--- src/rtl/i2s_pkg.sv ---
`default_nettype none
// ----------------------------------------------------------------------------
// i2s_pkg: shared sample type and frame constants for the I2S transmit path.
// Rev 1.0
// ----------------------------------------------------------------------------
package i2s_pkg;

  localparam int SAMPLE_W   = 16;
  localparam int FRAME_SCLK = 48;

  typedef logic signed [SAMPLE_W-1:0] sample_t;

endpackage : i2s_pkg
`default_nettype wire

--- src/rtl/i2s_sample_feeder_if.sv ---
`default_nettype none
// ----------------------------------------------------------------------------
// i2s_sample_feeder_if: valid/ready sample stream from producer to feeder.
// Rev 1.0
// ----------------------------------------------------------------------------
interface i2s_sample_feeder_if
  import i2s_pkg::*;
#(
  parameter int DATA_W = SAMPLE_W
) ();

  logic [DATA_W-1:0] s_data;
  logic              s_valid;
  logic              s_ready;

  modport master (
    output s_data,
    output s_valid,
    input  s_ready
  );

  modport slave (
    input  s_data,
    input  s_valid,
    output s_ready
  );

endinterface : i2s_sample_feeder_if
`default_nettype wire

--- src/rtl/sample_fifo.sv ---
`default_nettype none
// ----------------------------------------------------------------------------
// sample_fifo: synchronous show-ahead FIFO with a separately tracked level.
// Rev 1.0
// ----------------------------------------------------------------------------
module sample_fifo
  import i2s_pkg::*;
#(
  parameter  int DATA_W  = SAMPLE_W,
  parameter  int DEPTH   = 16,
  localparam int AW      = $clog2(DEPTH),
  localparam int LEVEL_W = $clog2(DEPTH + 1)
) (
  input  wire logic               clk_i2s,
  input  wire logic               reset_n,
  input  wire logic               push,
  input  wire logic               pop,
  input  wire logic [DATA_W-1:0]  wdata,
  output logic      [DATA_W-1:0]  rdata,
  output logic                    full,
  output logic                    empty,
  output logic      [LEVEL_W-1:0] level
);

  localparam logic [LEVEL_W-1:0] C_FULL_LEVEL = LEVEL_W'(DEPTH);

  logic [DATA_W-1:0]  r_mem [0:DEPTH-1];
  logic [AW-1:0]      r_wptr;
  logic [AW-1:0]      r_rptr;
  logic [LEVEL_W-1:0] r_level;

  logic w_do_push;
  logic w_do_pop;

  assign full      = (r_level == C_FULL_LEVEL);
  assign empty     = (r_level == '0);
  assign level     = r_level;
  assign rdata     = r_mem[r_rptr];
  assign w_do_push = push && !full;
  assign w_do_pop  = pop && !empty;

  // Storage is not reset; only pointers and level define validity.
  always_ff @(posedge clk_i2s) begin
    if (w_do_push) begin
      r_mem[r_wptr] <= wdata;
    end
  end

  always_ff @(posedge clk_i2s) begin
    if (!reset_n) begin
      r_wptr  <= '0;
      r_rptr  <= '0;
      r_level <= '0;
    end else begin
      if (w_do_push) begin
        r_wptr <= r_wptr + 1'b1;
      end
      if (w_do_pop) begin
        r_rptr <= r_rptr + 1'b1;
      end
      case ({w_do_push, w_do_pop})
        2'b10:   r_level <= r_level + 1'b1;
        2'b01:   r_level <= r_level - 1'b1;
        default: r_level <= r_level;
      endcase
    end
  end

endmodule : sample_fifo
`default_nettype wire

--- src/rtl/i2s_sample_feeder.sv ---
`default_nettype none
// ----------------------------------------------------------------------------
// i2s_sample_feeder: buffers PCM samples and presents one per frame on tx_data.
// Rev 1.0
// ----------------------------------------------------------------------------
module i2s_sample_feeder
  import i2s_pkg::*;
#(
  parameter  int DATA_W         = SAMPLE_W,
  parameter  int DEPTH          = 16,
  parameter  bit UNDERFLOW_ZERO = 1'b1,
  localparam int LEVEL_W        = $clog2(DEPTH + 1)
) (
  input  wire logic                clk_i2s,
  input  wire logic                reset_n,
  i2s_sample_feeder_if.slave       s_if,
  input  wire logic                lrclk,
  input  wire logic                mute,
  output logic      [DATA_W-1:0]   tx_data,
  output logic                     frame_tick,
  output logic                     underflow,
  output logic      [LEVEL_W-1:0]  level
);

  logic               r_lrclk_q;
  logic [DATA_W-1:0]  r_tx_data;
  logic               r_frame_tick;
  logic               r_underflow;

  logic               w_adv;
  logic               w_push;
  logic               w_full;
  logic               w_empty;
  logic [DATA_W-1:0]  w_head;
  logic [LEVEL_W-1:0] w_level;

  assign s_if.s_ready = !w_full;
  assign w_push       = s_if.s_valid && !w_full;
  // Advance on lrclk rising edge (mid-frame) so tx_data settles before the next load.
  assign w_adv        = lrclk && !r_lrclk_q;

  sample_fifo #(
    .DATA_W (DATA_W),
    .DEPTH  (DEPTH)
  ) u_fifo (
    .clk_i2s (clk_i2s),
    .reset_n (reset_n),
    .push    (w_push),
    .pop     (w_adv),
    .wdata   (s_if.s_data),
    .rdata   (w_head),
    .full    (w_full),
    .empty   (w_empty),
    .level   (w_level)
  );

  always_ff @(posedge clk_i2s) begin
    if (!reset_n) begin
      r_lrclk_q    <= 1'b0;
      r_tx_data    <= '0;
      r_frame_tick <= 1'b0;
      r_underflow  <= 1'b0;
    end else begin
      r_lrclk_q    <= lrclk;
      r_frame_tick <= w_adv;
      r_underflow  <= w_adv && w_empty;
      if (w_adv) begin
        if (!w_empty) begin
          r_tx_data <= mute ? '0 : w_head;
        end else if (UNDERFLOW_ZERO || mute) begin
          r_tx_data <= '0;
        end
      end
    end
  end

  assign tx_data    = r_tx_data;
  assign frame_tick = r_frame_tick;
  assign underflow  = r_underflow;
  assign level      = w_level;

endmodule : i2s_sample_feeder
`default_nettype wire
--- src/flat_wrapper.sv ---
// flat-port wrapper written by rule: the top's interface ports become plain ports
module i2s_sample_feeder_flat import i2s_pkg::*;
#(
  parameter  int DATA_W         = SAMPLE_W,
  parameter  int DEPTH          = 16,
  parameter  bit UNDERFLOW_ZERO = 1'b1,
  localparam int LEVEL_W        = $clog2(DEPTH + 1)
)
  (clk_i2s, reset_n, lrclk, mute, tx_data, frame_tick, underflow, level, s_if_s_data, s_if_s_valid, s_if_s_ready);
  i2s_sample_feeder_if #(.DATA_W(DATA_W)) s_if_i ();
  input  wire logic clk_i2s;
  input  wire logic reset_n;
  input  wire logic lrclk;
  input  wire logic mute;
  output logic      [DATA_W-1:0] tx_data;
  output logic frame_tick;
  output logic underflow;
  output logic      [LEVEL_W-1:0] level;
  input wire logic [$bits(s_if_i.s_data)-1:0] s_if_s_data;
  input wire logic [$bits(s_if_i.s_valid)-1:0] s_if_s_valid;
  output wire logic [$bits(s_if_i.s_ready)-1:0] s_if_s_ready;
  assign s_if_i.s_data = s_if_s_data;
  assign s_if_i.s_valid = s_if_s_valid;
  assign s_if_s_ready = s_if_i.s_ready;
  i2s_sample_feeder #(.DATA_W(DATA_W), .DEPTH(DEPTH), .UNDERFLOW_ZERO(UNDERFLOW_ZERO)) u_core (.clk_i2s(clk_i2s), .reset_n(reset_n), .s_if(s_if_i), .lrclk(lrclk), .mute(mute), .tx_data(tx_data), .frame_tick(frame_tick), .underflow(underflow), .level(level));
endmodule
--- config.mk ---
export PLATFORM = sky130hd
export DESIGN_NAME = i2s_sample_feeder_flat
export DESIGN_NICKNAME = d
export VERILOG_FILES = /design/src/rtl/i2s_pkg.sv /design/src/rtl/i2s_sample_feeder_if.sv /design/src/rtl/sample_fifo.sv /design/src/rtl/i2s_sample_feeder.sv /design/src/flat_wrapper.sv
export SDC_FILE = /design/constraint.sdc
export NUM_CORES = 1
export LEC_CHECK = 0
export CAP_MARGIN = 30
export CORE_ASPECT_RATIO = 1.2
export CORE_MARGIN = 2
export CORE_UTILIZATION = 60
export DETAILED_ROUTE_END_ITERATION = 12
export PLACE_DENSITY = 0.79
export SETUP_SLACK_MARGIN = 0.05
export SLEW_MARGIN = 10
export SYNTH_ARGS = -nofsm -noshare
export SYNTH_HDL_FRONTEND = slang
export SYNTH_SLANG_ARGS = --single-unit
--- constraint.sdc ---
create_clock -name clk_i2s -period 4.15 [get_ports clk_i2s]
set_clock_uncertainty 0.1 [all_clocks]
set_input_delay 1.245 -clock clk_i2s [delete_from_list [all_inputs] [get_ports clk_i2s]]
set_output_delay 1.245 -clock clk_i2s [all_outputs]
set_load 0.02 [all_outputs]
## After elaboration in Yosys (flattened, before gate mapping)

Memory sizes are Yosys's and may differ from the RTL's. A register that Yosys moved wholly into a read port is not among the register bits.
Index checks and enable logic that the tools add are counted.

| storage, ports and cells | value |
|---|---|
| bits in registers | 32 |
| memory bits (writable) | 256 |
| input port bits | 21 |
| word-level logic and storage cells | 32 |
| memories kept | 1 |

| operators by class | value |
|---|---|
| $add $sub $neg | 4 |
| equal/unequal tests | 3 |
| mux-type cells | 7 |
| reductions and logical operators | 10 |

Memories:

| name | words | bits a word | rd ports | clocked after memory_dff | write ports | RTL line | RTL |
|---|---|---|---|---|---|---|---|
| u_core.u_fifo.r_mem | 16 | 16 | 1 | 1 | 1 | sample_fifo.sv:27 | `logic [DATA_W-1:0] r_mem [0:DEPTH-1];` |

Operators with widths:

| operator | count |
|---|---|
| 2-to-1 mux 16 bit | 2 |
| case mux 5 bit (2 select lines) | 1 |
| adder 4 x 1 -> 4 bit, second input constant | 2 |
| 2-to-1 mux 4 bit | 2 |
| adder 5 x 1 -> 5 bit, second input constant | 1 |
| == test 5 bit, second input constant | 1 |
| logical AND 1 bit | 5 |
| zero test 5 bit | 1 |
| subtractor 5 x 1 -> 5 bit, second input constant | 1 |
| zero test 1 bit | 3 |
| == test 2 x 1 -> 1 bit, second input constant | 1 |
| == test 2 bit, second input constant | 1 |
| 2-to-1 mux 1 bit | 2 |
| nonzero test 2 bit | 1 |

## Depth between registers and ports, before layout

| logic depth | value |
|---|---|
| word-level depth | 6 |
| mapped depth | 13 |
| depth with buffers taken out | 11 |

## By module

Synthesis repeated with hierarchy kept, for this count alone.

| second synthesis, totals | value |
|---|---|
| cells, all modules | 574 |
| area total of the unflattened synthesis | 11335.9 um2 |

Modules (own cells, without submodules):

| module | times used | cells each | area an instance (um2) | seq. area each (um2) |
|---|---|---|---|---|
| sample_fifo | 1 | 526 | 10692.8 | 8027.7 |
| i2s_sample_feeder | 1 | 48 | 643.1 | 380.4 |

## Worst setup path after synthesis

Ideal clock, no wire load.

| timing | value |
|---|---|
| kind | input to register |
| from | in lrclk |
| to | reg u_core.u_fifo.r_level[4], in the netlist u_core.u_fifo.level[4] |
| data arrival time | 3497 ps |
| path slack | 481 ps |
| stages | 11 |
| cells stage by stage | nor2b_1 -> a21boi_1 -> ha_1 -> clkbuf_1 -> xor2_1 -> ha_1 -> a21boi_1 -> o221a_2 -> nor4_1 -> o21bai_1 -> mux2i_1 |

| between the ends | value |
|---|---|
| cells in the longest elaborated chain, start to end | 4 |

RTL lines:

| item | RTL line | RTL |
|---|---|---|
| start: declaration | flat_wrapper.sv:13 | `input wire logic lrclk;` |
| logical AND 1 bit * | i2s_sample_feeder.sv:40 | `assign w_adv = lrclk && !r_lrclk_q;` |
| logical AND 1 bit * | sample_fifo.sv:40 | `assign w_do_pop = pop && !empty;` |
| named net u_core.u_fifo.w_do_pop | sample_fifo.sv:33 | `logic w_do_pop;` |
| == test 2 x 1 -> 1 bit or == test 2 bit (tied branches) | sample_fifo.sv:61 | `case ({w_do_push, w_do_pop})` |
| case mux 5 bit (2 select lines) or nonzero test 2 bit (tied branches) | n/a |  |
| end signal: assignment | sample_fifo.sv:62 | `2'b10: r_level <= r_level + 1'b1;` |
| end signal: assignment | sample_fifo.sv:63 | `2'b01: r_level <= r_level - 1'b1;` |
| end signal: assignment | sample_fifo.sv:64 | `default: r_level <= r_level;` |
| end: declaration | sample_fifo.sv:30 | `logic [LEVEL_W-1:0] r_level;` |

Mark *: on every way through the listed nets, which the timed path passes. The rest lies on a longest branch.
A chain may end at the register's enable or synchronous reset.

## Worst setup path in the final report

| timing | value |
|---|---|
| from | reg u_core.u_fifo.r_level[1], in the netlist u_core.u_fifo.level[1] |
| to | out s_if_s_ready |

| between the ends | value |
|---|---|
| cells in the longest elaborated chain, start to end | 2 |

RTL lines:

| item | RTL line | RTL |
|---|---|---|
| == test 5 bit | sample_fifo.sv:35 | `assign full = (r_level == C_FULL_LEVEL);` |
| zero test 1 bit | i2s_sample_feeder.sv:37 | `assign s_if.s_ready = !w_full;` |
| end: declaration | flat_wrapper.sv:21 | `output wire logic [$bits(s_if_i.s_ready)-1:0] s_if_s_ready;` |

No other way between the ends.

==> out/metrics.cfg <==
[status]
status=complete, no violations

[timing]
worst_hold_slack_ns=0.391
final.setup.worst_slack_ns=0.740
finalCriticalPeriod_ns=3.41
fmax_mhz=293
hold_violations=0
tns_ns=0
fin_crit_sh_pct=82.2
rsz0062_at_grt=false
slew-limit-headroom_pct=53.4
drv_slew=0
setup_viol=0
worstMarginPinSlew_ns=0.697

[setup_path]
end_kind=output pin
crit_type=flop to output pin
slowest_delay_ns=0.55
crit_path_max_fanout=9
worstSetupStartpointType=flop
crit_slowest_cell=clkdlybuf4s50_1
worstPathRequired_ns=2.80
path_cells=nor4_4, nand2_1, clkdlybuf4s50_1
cp.arrival_ns=2.06

[clocking]
clockBufferDepth=3
cts_resized=0
h-tree-depth=1
clock_latency_ns=0.52
path_clk_slew_ns=0.07
cts-root-buf=clkbuf_16
numClockSinks=292
cts_buffers=26
cts_tree=yes
post-cts-setup-buffers=0
hold_buffers=0

[layout]
final_core_util_pct=70.5
drive_above_1_share_pct=18.5
final_cell_area_sq_um=13200
final_cells=916
antennaDiodeCount=0
final_nets=671
syn_to_final_growth_pct=15.4

[floorplan]
die_area_sq_um=20200
core_sq_um=18800
die-width_um=130
dieHeight_um=155
initial_core_util_pct=61.1
design.portCount=45
num_rows=55

[yosys]
synth-xor-area-share_pct=0.763
post_synth_fa_ha_maj_area_fraction_pct=0.873
synth.area.mux_share_pct=15.2
synth_area_sq_um=11500
synth-edff-count=256
synth_fp_nets=600
synth_compound_area_share_pct=3.81
ys_seq_area_share_pct=73.3
avgSynthCellArea_sq_um=20.1
synth-simple-area-share_pct=3.96
synth_top_family_by_area=multiplexers
synthTopCellsByArea=edfxtp_1, mux4_2, mux4_1, dfxtp_1, mux2i_1
synth_seq_cells=292
ys_async_sr_fraction_pct=0
ys.flop_type=edfxtp_1
synth_top_cell_by_area=edfxtp_1
synth_warnings=0
synth_cell_type_count=45
yosys.area.top_type_share_pct=67.0
synth_cells=571

[global_routing]
gr-total-overflow=0
grt_max_degree=44
antenna_found_initial=0
grt_pass1_wl_um=34400
grt_use_total_pct=23.0
grt_pass1_vias=6027

[place]
dp_hpwl_um=13900
place_ws_ns=0.294
dpl_cell_area_sq_um=12300
dp_cells=870
port_buffers=44
gp_congestion=0.810

[pwr]
ir_drop_mv=0.392
power_mw=7.31
p_leak_nw=4.30
p_per_area_nw_per_um2=552

[drt]
final_antenna_net_count=0
wl_per_cell_um=24.4
vias=5688
viasPerCell=6.21
drtIter0Drc=489
dr.pass1.iters=5
drc_errors=0
drt_wl_total_um=22400

[job]
max_cap_violations=0

[worst_hold_path]
hold_class=flop to flop

==> synth_stat cells (8+ instances only) <==
| cell type | count |
|---|---|
| ha_1 | 8 |
| nor2b_1 | 22 |
| buf_2 | 11 |
| mux4_1 | 28 |
| dfxtp_1 | 36 |
| a21oi_1 | 18 |
| nor2_1 | 14 |
| and2_1 | 12 |
| nand2_1 | 12 |
| a22o_1 | 16 |
| a211oi_1 | 16 |
| clkbuf_1 | 11 |
| mux4_2 | 36 |
| edfxtp_1 | 256 |
| mux2i_1 | 20 |
==> power by group <==
part           switching [mW]  total, mW  internal [mW]
clock                    1.02       2.55           1.53
combinational           0.613       1.32          0.703
sequential              0.139       3.45           3.31
==> critical path: cells and delay by family, from the launching register on <==
| family | cells | cell delay [ns] |
|---|---|---|
| AND/OR/NAND/NOR | 2 | 0.56 |
| flip-flops | 1 | 0.43 |
| buffers and inverters | 1 | 0.55 |
==> metal layers <==
layer	GRT usage (%)	routed length, um
met1	30.8	8740
met2	40.3	11800
met3	3.16	1390
met4	6.09	461
met5	0	0
==> cell type report <==
cell class | instances | area, sq um
inverters | 5 | 18.8
multi-input cells | 242 | 2850
fillers | 1065 | 5540
clock buffers | 30 | 707
clock inverters | 16 | 213
repair buffers | 75 | 726
flip-flops and latches | 292 | 8410
well taps | 256 | 320
==> placed cells by master (no fill, tap or decap), drive strengths merged, types with 6 or more instances in the layout <==
cell type      Yosys  routed
edfxtp           256     256
mux4              64      64
clkdlybuf4s50      0      44
dfxtp             36      36
buf               20      31
clkbuf            12      30
nor2b             22      22
mux2i             20      20
a21oi             18      18
a211oi            16      16
a22o              16      16
nor2              14      14
nand2             12      12
and2              12      12
ha                 8       8
clkinv             0       8
xnor2              6       6
==> sequential cells by signal (all words and copies together) (netlist names), named ones only <==
name                  flops
u_core.r_lrclk_q          1
u_core.underflow          1
u_core.frame_tick         1
u_core.u_fifo.r_wptr      4
u_core.u_fifo.r_rptr      4
u_core.u_fifo.r_mem     256
u_core.u_fifo.level       5
u_core.tx_data           16
==> worst paths after layout <==
path         depth (start not counted)                      to  slack (ns)              startpoint
max                                  3            s_if_s_ready        0.74  u_core.u_fifo.level[1]
min                                  1      u_core.tx_data[10]        0.39      u_core.tx_data[10]
max reg2reg                         10  u_core.u_fifo.level[4]        1.33  u_core.u_fifo.level[1]
min reg2reg                          1      u_core.tx_data[10]        0.39      u_core.tx_data[10]
==> kinds of logic (layout without fill, tap and decap cells) <==
group                    Yosys count  in the layout
flip-flops                       292            292
XOR/XNOR                          10             10
adder cells (fa/ha/maj)            8              8
buffers and inverters             37            126
AO/OA/AOI/OAI                     61             61
multiplexers                      84             84
AND/OR/NAND/NOR                   79             79
No activity file was read; power rests on OpenSTA's default activity.
